File: config.mk
export PLATFORM = sky130hd
export DESIGN_NAME = unified_mem_arbiter
export DESIGN_NICKNAME = d
export VERILOG_FILES = /design/src/rtl/unified_mem_arbiter.sv
export SDC_FILE = /design/constraint.sdc
export NUM_CORES = 1
export LEC_CHECK = 0
export ABC_AREA = 1
export CAP_MARGIN = 20
export CORE_ASPECT_RATIO = 0.5
export CORE_MARGIN = 5
export CORE_UTILIZATION = 38
export DETAILED_ROUTE_END_ITERATION = 16
export GPL_TIMING_DRIVEN = 0
export PLACE_DENSITY = 0.77
export SYNTH_ARGS = -nofsm -noshare
export SYNTH_HDL_FRONTEND = slang
export SYNTH_SLANG_ARGS = --single-unit
File: constraint.sdc
create_clock -name clk -period 8.2 [get_ports clk]
set_clock_uncertainty 0.15 [all_clocks]
set_input_delay 1.23 -clock clk [delete_from_list [all_inputs] [get_ports clk]]
set_output_delay 1.23 -clock clk [all_outputs]
set_load 0.005 [all_outputs]
File: src/rtl/unified_mem_arbiter.sv
// Arbiter sharing one single-port unified memory between instruction fetch and load/store.
// Data has priority; a bounded data burst guarantees fetch progress.
module unified_mem_arbiter #(
  parameter int unsigned ADDR_W      = 64,
  parameter int unsigned DATA_W      = 64,
  parameter int unsigned MAX_D_BURST = 4,
  parameter int unsigned TIMEOUT     = 255
) (
  input  logic              clk,
  input  logic              rst,
  input  logic              if_req,
  input  logic [ADDR_W-1:0] if_addr,
  output logic [31:0]       if_rdata,
  output logic              if_done,
  input  logic              d_req,
  input  logic              d_we,
  input  logic [ADDR_W-1:0] d_addr,
  input  logic [DATA_W-1:0] d_wdata,
  output logic [DATA_W-1:0] d_rdata,
  output logic              d_done,
  output logic              pipe_stall,
  output logic              bus_err,
  output logic              mem_req,
  output logic              mem_we,
  output logic [ADDR_W-1:0] mem_addr,
  output logic [DATA_W-1:0] mem_wdata,
  input  logic [DATA_W-1:0] mem_rdata,
  input  logic              mem_ack
);

  localparam int unsigned BURST_W = $clog2(MAX_D_BURST + 1);
  localparam int unsigned TMO_W   = (TIMEOUT > 1) ? $clog2(TIMEOUT) : 1;

  typedef enum logic [1:0] {IDLE, BUSY_I, BUSY_D, RESP} state_t;

  state_t              state, state_n;
  logic [BURST_W-1:0]  burst_cnt, burst_n;
  logic [TMO_W-1:0]    tmo_cnt, tmo_n;
  logic                mem_req_n, mem_we_n, if_done_n, d_done_n, bus_err_n;
  logic [ADDR_W-1:0]   mem_addr_n;
  logic [DATA_W-1:0]   mem_wdata_n, d_rdata_n;
  logic [31:0]         if_rdata_n;

  assign pipe_stall = (if_req & ~if_done) | (d_req & ~d_done);

  // State and registered outputs
  always_ff @(posedge clk or posedge rst) begin
    if (rst) begin
      state     <= IDLE;
      burst_cnt <= '0;
      tmo_cnt   <= '0;
      mem_req   <= 1'b0;
      mem_we    <= 1'b0;
      mem_addr  <= '0;
      mem_wdata <= '0;
      if_rdata  <= '0;
      d_rdata   <= '0;
      if_done   <= 1'b0;
      d_done    <= 1'b0;
      bus_err   <= 1'b0;
    end else begin
      state     <= state_n;
      burst_cnt <= burst_n;
      tmo_cnt   <= tmo_n;
      mem_req   <= mem_req_n;
      mem_we    <= mem_we_n;
      mem_addr  <= mem_addr_n;
      mem_wdata <= mem_wdata_n;
      if_rdata  <= if_rdata_n;
      d_rdata   <= d_rdata_n;
      if_done   <= if_done_n;
      d_done    <= d_done_n;
      bus_err   <= bus_err_n;
    end
  end

  // Arbitration, memory handshake and completion
  always_comb begin
    state_n     = state;
    burst_n     = burst_cnt;
    tmo_n       = tmo_cnt;
    mem_req_n   = mem_req;
    mem_we_n    = mem_we;
    mem_addr_n  = mem_addr;
    mem_wdata_n = mem_wdata;
    if_rdata_n  = if_rdata;
    d_rdata_n   = d_rdata;
    if_done_n   = 1'b0;
    d_done_n    = 1'b0;
    bus_err_n   = bus_err;

    unique case (state)
      IDLE: begin
        // Only data grants made while a fetch is waiting count toward the burst
        if (!if_req) burst_n = '0;
        if (d_req && (!if_req || burst_cnt < BURST_W'(MAX_D_BURST))) begin
          if (if_req) burst_n = burst_cnt + BURST_W'(1);
          state_n     = BUSY_D;
          mem_req_n   = 1'b1;
          mem_we_n    = d_we;
          mem_addr_n  = d_addr;
          mem_wdata_n = d_wdata;
          tmo_n       = '0;
        end else if (if_req) begin
          burst_n     = '0;
          state_n     = BUSY_I;
          mem_req_n   = 1'b1;
          mem_we_n    = 1'b0;
          mem_addr_n  = if_addr;
          mem_wdata_n = '0;
          tmo_n       = '0;
        end
      end
      BUSY_I, BUSY_D: begin
        if (mem_ack) begin
          mem_req_n = 1'b0;
          state_n   = RESP;
          if (state == BUSY_I) begin
            if_done_n  = 1'b1;
            if_rdata_n = mem_addr[2] ? mem_rdata[63:32] : mem_rdata[31:0];
          end else begin
            d_done_n = 1'b1;
            if (!mem_we) d_rdata_n = mem_rdata;
          end
        end else if (tmo_cnt == TMO_W'(TIMEOUT - 1)) begin
          // Abort: complete with zero data so the pipeline can unstall
          mem_req_n = 1'b0;
          bus_err_n = 1'b1;
          state_n   = RESP;
          if (state == BUSY_I) begin
            if_done_n  = 1'b1;
            if_rdata_n = '0;
          end else begin
            d_done_n  = 1'b1;
            d_rdata_n = '0;
          end
        end else begin
          tmo_n = tmo_cnt + TMO_W'(1);
        end
      end
      RESP:    state_n = IDLE;
      default: state_n = IDLE;
    endcase
  end

endmodule

---- Word level (Yosys, flattened, before mapping) ----
Index checks and enable logic that the tools add are counted.
cells by class
  order comparisons ....................... 1
  equality and inequality tests ........... 9
  $add $sub $neg .......................... 2
  reductions and logical operators ........ 15
  muxes and demuxes ....................... 41
  bitwise operators ....................... 7
operators by type and width
  operator                                                         count
  64-bit 2-to-1 mux                                                9
  32-bit 2-to-1 mux                                                5
  8-bit 2-to-1 mux                                                 4
  8-bit one-hot mux with 2 select lines                            1
  1-bit 2-to-1 mux                                                 14
  3-bit AND reduction                                              3
  8-bit by 1-bit adder with 8-bit output, second input constant    1
  8-bit == test, second input constant                             1
  2-bit 2-to-1 mux                                                 4
  4-bit AND reduction                                              2
  3-bit 2-to-1 mux                                                 2
  2-bit inequality test, second input constant                     3
  3-bit inequality test, second input constant                     2
  2-bit one-hot mux with 3 select lines                            1
  2-bit nonzero test                                               3
  2-bit == test, second input constant                             2
  1-bit NOT                                                        4
  2-bit AND reduction                                              2
  3-bit by 1-bit adder with 3-bit output, second input constant    1
  3-bit < comparator, second input constant                        1
  1-bit bitwise AND                                                2
  2-bit by 1-bit == test with 1-bit output, second input constant  1
  2-bit zero test                                                  1
  1-bit one-hot mux with 2 select lines                            1
  other kinds (5)                                                  5
word-level totals
  bits of input ports ..................... 262
  logic and storage cells ................. 87
  register bits after elaboration ......... 242
  output and inout bits ................... 230

---- Depth between registers and ports, before layout ----
  word-level depth ........................ 5
  mapped depth ............................ 10

---- Worst setup path after synthesis ----
Ideal clock, no wire load.
  kind .................................... input to output
  from .................................... input port d_req
  to ...................................... output port pipe_stall
  arrival ................................. 1.869 ns
  required time ........................... 6.820 ns
  buffers on the path ..................... 2
  slack ................................... 4.951 ns
  cell stages on the path ................. 4
  path through ............................ buf_2 buf_1 inv_1 o22ai_1
on the way
  longest elaborated chain between the ends .. 2
ends and longest elaborated chain
  what               line  RTL
  from (decl)        15    input logic d_req,
  1-bit bitwise AND  44    assign pipe_stall = (if_req & ~if_done) | (d_req & ~d_done);
  1-bit bitwise OR   44
  to (decl)          21    output logic pipe_stall,
No other way between the ends.

---- Worst setup path after layout ----
Same ends and word-level chain as after synthesis.

==> metrics.yaml <==
powerDensity_mw_per_mm2: 351
grt_remaining_overflow: 0
path_clk_slew_ps: 70
num_io_pins: 492
synth_area_leader_cell: "dfrtp_1"
grt_max_degree: 94
drive_gt1_share_pct: 6.11
numCtsBuffers: 24
worstPathArrival_ps: 3230
ys_seq_area_share_pct: 54.8
fillers: 2556
htreeDepth: 1
antenna_found_initial: 1
final_cells: 2161
dp_hpwl_um: 33000
wire_per_inst_um: 20.0
io_buffers: 491
critPathCaptureType: "output pin"
place.gp.congestion: 0.935
top_usage_layer: "met2"
post-cts-setup-buffer-count: 0
setup_viol: 0
clock_tree.root_cell: "clkbuf_16"
grt_use_met2_pct: 41.3
worst-path-buf-inv: 5
rows: 44
clkSinkCount: 242
ys.warnings.count: 0
drt_pass1_iterations: 8
nets: 2019
grt.total_usage_pct: 25.0
cts_max_path_buffers: 3
crit_required_ps: 6820
critPathMaxStageDelay_ps: 550
drt-initial-drc-count: 933
slew_headroom_pct: 57.6
avgSynthCellArea_um2: 8.97
cts_tree: "built"
status: "complete, no violations"
holdWs_ps: 320
final_common_cell: "clkdlybuf4s50_1"
yosys-top-cells-area: "dfrtp_1 (55%), nand2_1 (13%), a22o_1 (5.1%)"
cp_top_family: "buffers and inverters"
timing_worst_setup_path_type: "input pin to output pin"
p_leak_uw: 0.00801
cp_slowest_cell: "clkdlybuf4s50_1"
ys_ff_latch: 242
grt_pass1_wl_um: 64400
synth_cells: 1233
clk_latency_ps: 540
crit_fanout: 10
syn2layout_area_growth_pct: 56.7
multi_input_area_mm2: 0.00433
dp.cells: 2117
drc_errors: 0
fmax_mhz: 217
core_area_mm2: 0.0288
startpoint_type: "input pin"
synth_area_mm2: 0.0111
drv_slew: 0
start_util_pct: 38.3
ant_nets: 0
worst_pin_slew_ps: 636
synth_top_area_share_pct: 54.8
dieArea_mm2: 0.0328
maxCapViolCount: 0
finalHoldViolations: 0
first_global_vias: 10885
hold_path.class: "flop to flop"
synth_cell_type_count: 28
period_share_pct: 56.2
final_cell_mix: "clkdlybuf4s50_1 (491), nand2_1 (383), dfrtp_1 (242), nor2_1 (108), a21oi_1 (66)"
ctsResizeCount: 0
crit_top_cell: "clkdlybuf4s50_1"
ff_latch_area_mm2: 0.00606
setup-tns-final_ps: 0
use_met1_pct: 33.3
die-height_um: 131
drt_wl_total_um: 43300
die_x_um: 251
rsz0062_at_grt: "no"
pre_cts_ws_ps: 3630
routed-via-count: 10849
use_met3_pct: 3.82
avgViaCountPerCell: 5.02
synthesis.nets: 1500
setup_slack_ps: 3590
post-route-util_pct: 60.1
fin_crit_ps: 4610
crit_chain: "clkdlybuf4s50_1 > buf_2 > buf_1 > inv_1 > o22ai_1 > clkdlybuf4s50_1"
cts_hold_buffers: 0
ir_drop_v: 0.000171
-- stage by stage --
stage / power (uW) / area (um^2)
floorplan: 3220 / 11100
detailed placement: 4920 / 16500
global route: 6450 / 17300
finish: 6070 / 17300
global placement: 4870 / 16500
CTS: 6110 / 17300
-- metal layers --
| layer | wire [um] | up-vias |
|---|---|---|
| li1 | - | 5164 |
| met1 | 18100 | 5194 |
| met2 | 20700 | 372 |
| met3 | 2330 | 119 |
| met4 | 2150 | 0 |
| met5 | 0 | - |
-- worst reg2reg max path, stage by stage, from the launching register on --
cell	delay (ps)
dfrtp_1	380
inv_1	80
ha_1	200
inv_1	140
nor2_2	400
buf_2	320
buf_2	320
a22o_1	200
-- path summary, 6_finish.rpt --
path | start | slack (ps) | endpoint | cells after the start
setup / recovery | d_req | 3590 | pipe_stall | 6
hold reg to reg | d_rdata[18] | 320 | d_rdata[18] | 2
min in group asynchronous | rst | 1010 | mem_wdata[2] | 2
max in group asynchronous | rst | 6010 | d_rdata[41] | 3
setup reg to reg | state[1] | 5930 | mem_wdata[24] | 7
hold / removal | d_rdata[18] | 320 | d_rdata[18] | 2
-- kinds of logic (layout without fill, tap and decap cells) --
kind of cell / after synthesis / count (layout) / share of synthesized area, %
AO/OA/AOI/OAI: 234 / 234 / 15.1
XOR/XNOR: 1 / 1 / 0.0792
adder cells (fa/ha/maj): 5 / 5 / 0.566
buffers and inverters: 147 / 681 / 6.06
flip-flops: 242 / 242 / 54.8
other: 0 / 3 / 0
AND/OR/NAND/NOR: 604 / 604 / 23.5
-- flip-flops by register name (all words and copies together) (netlist names) --
name and count:
if_done 1, mem_we 1, mem_addr 64, d_done 1, tmo_cnt 8, d_rdata 64
mem_req 1, bus_err 1, state 2, burst_cnt 3, mem_wdata 64, if_rdata 32
-- cell type report --
cell class,count,share of cell area (%)
multi-input cells,844,25.0
clock buffers,29,3.76
plain buffers,97,2.78
diodes,3,0.0433
repair buffers,493,28.7
well taps,391,2.82
inverters,50,1.13
clock inverters,12,0.838
flip-flops and latches,242,35.0
-- power breakdown --
part	internal [uW]	total, uW	switching [uW]
sequential	1730	2060	329
combinational	1480	2850	1370
clock	660	1160	496
total	3870	6070	2200
-- Yosys cell counts, drive strengths merged --
| master | n |
|---|---|
| nand2 | 387 |
| dfrtp | 242 |
| nor2 | 110 |
| a21oi | 66 |
| a22o | 65 |
| o31ai | 65 |
| nand3b | 64 |
| buf | 63 |
| inv | 49 |
| nand3 | 41 |
| clkbuf | 34 |
| a211oi | 32 |
| ha | 5 |
| o21ai | 3 |
| o21bai | 2 |
| clkinv | 1 |
| nor3 | 1 |
| nor3b | 1 |
| o22ai | 1 |
| xor2 | 1 |
Power figures use the tool's default switching activity.
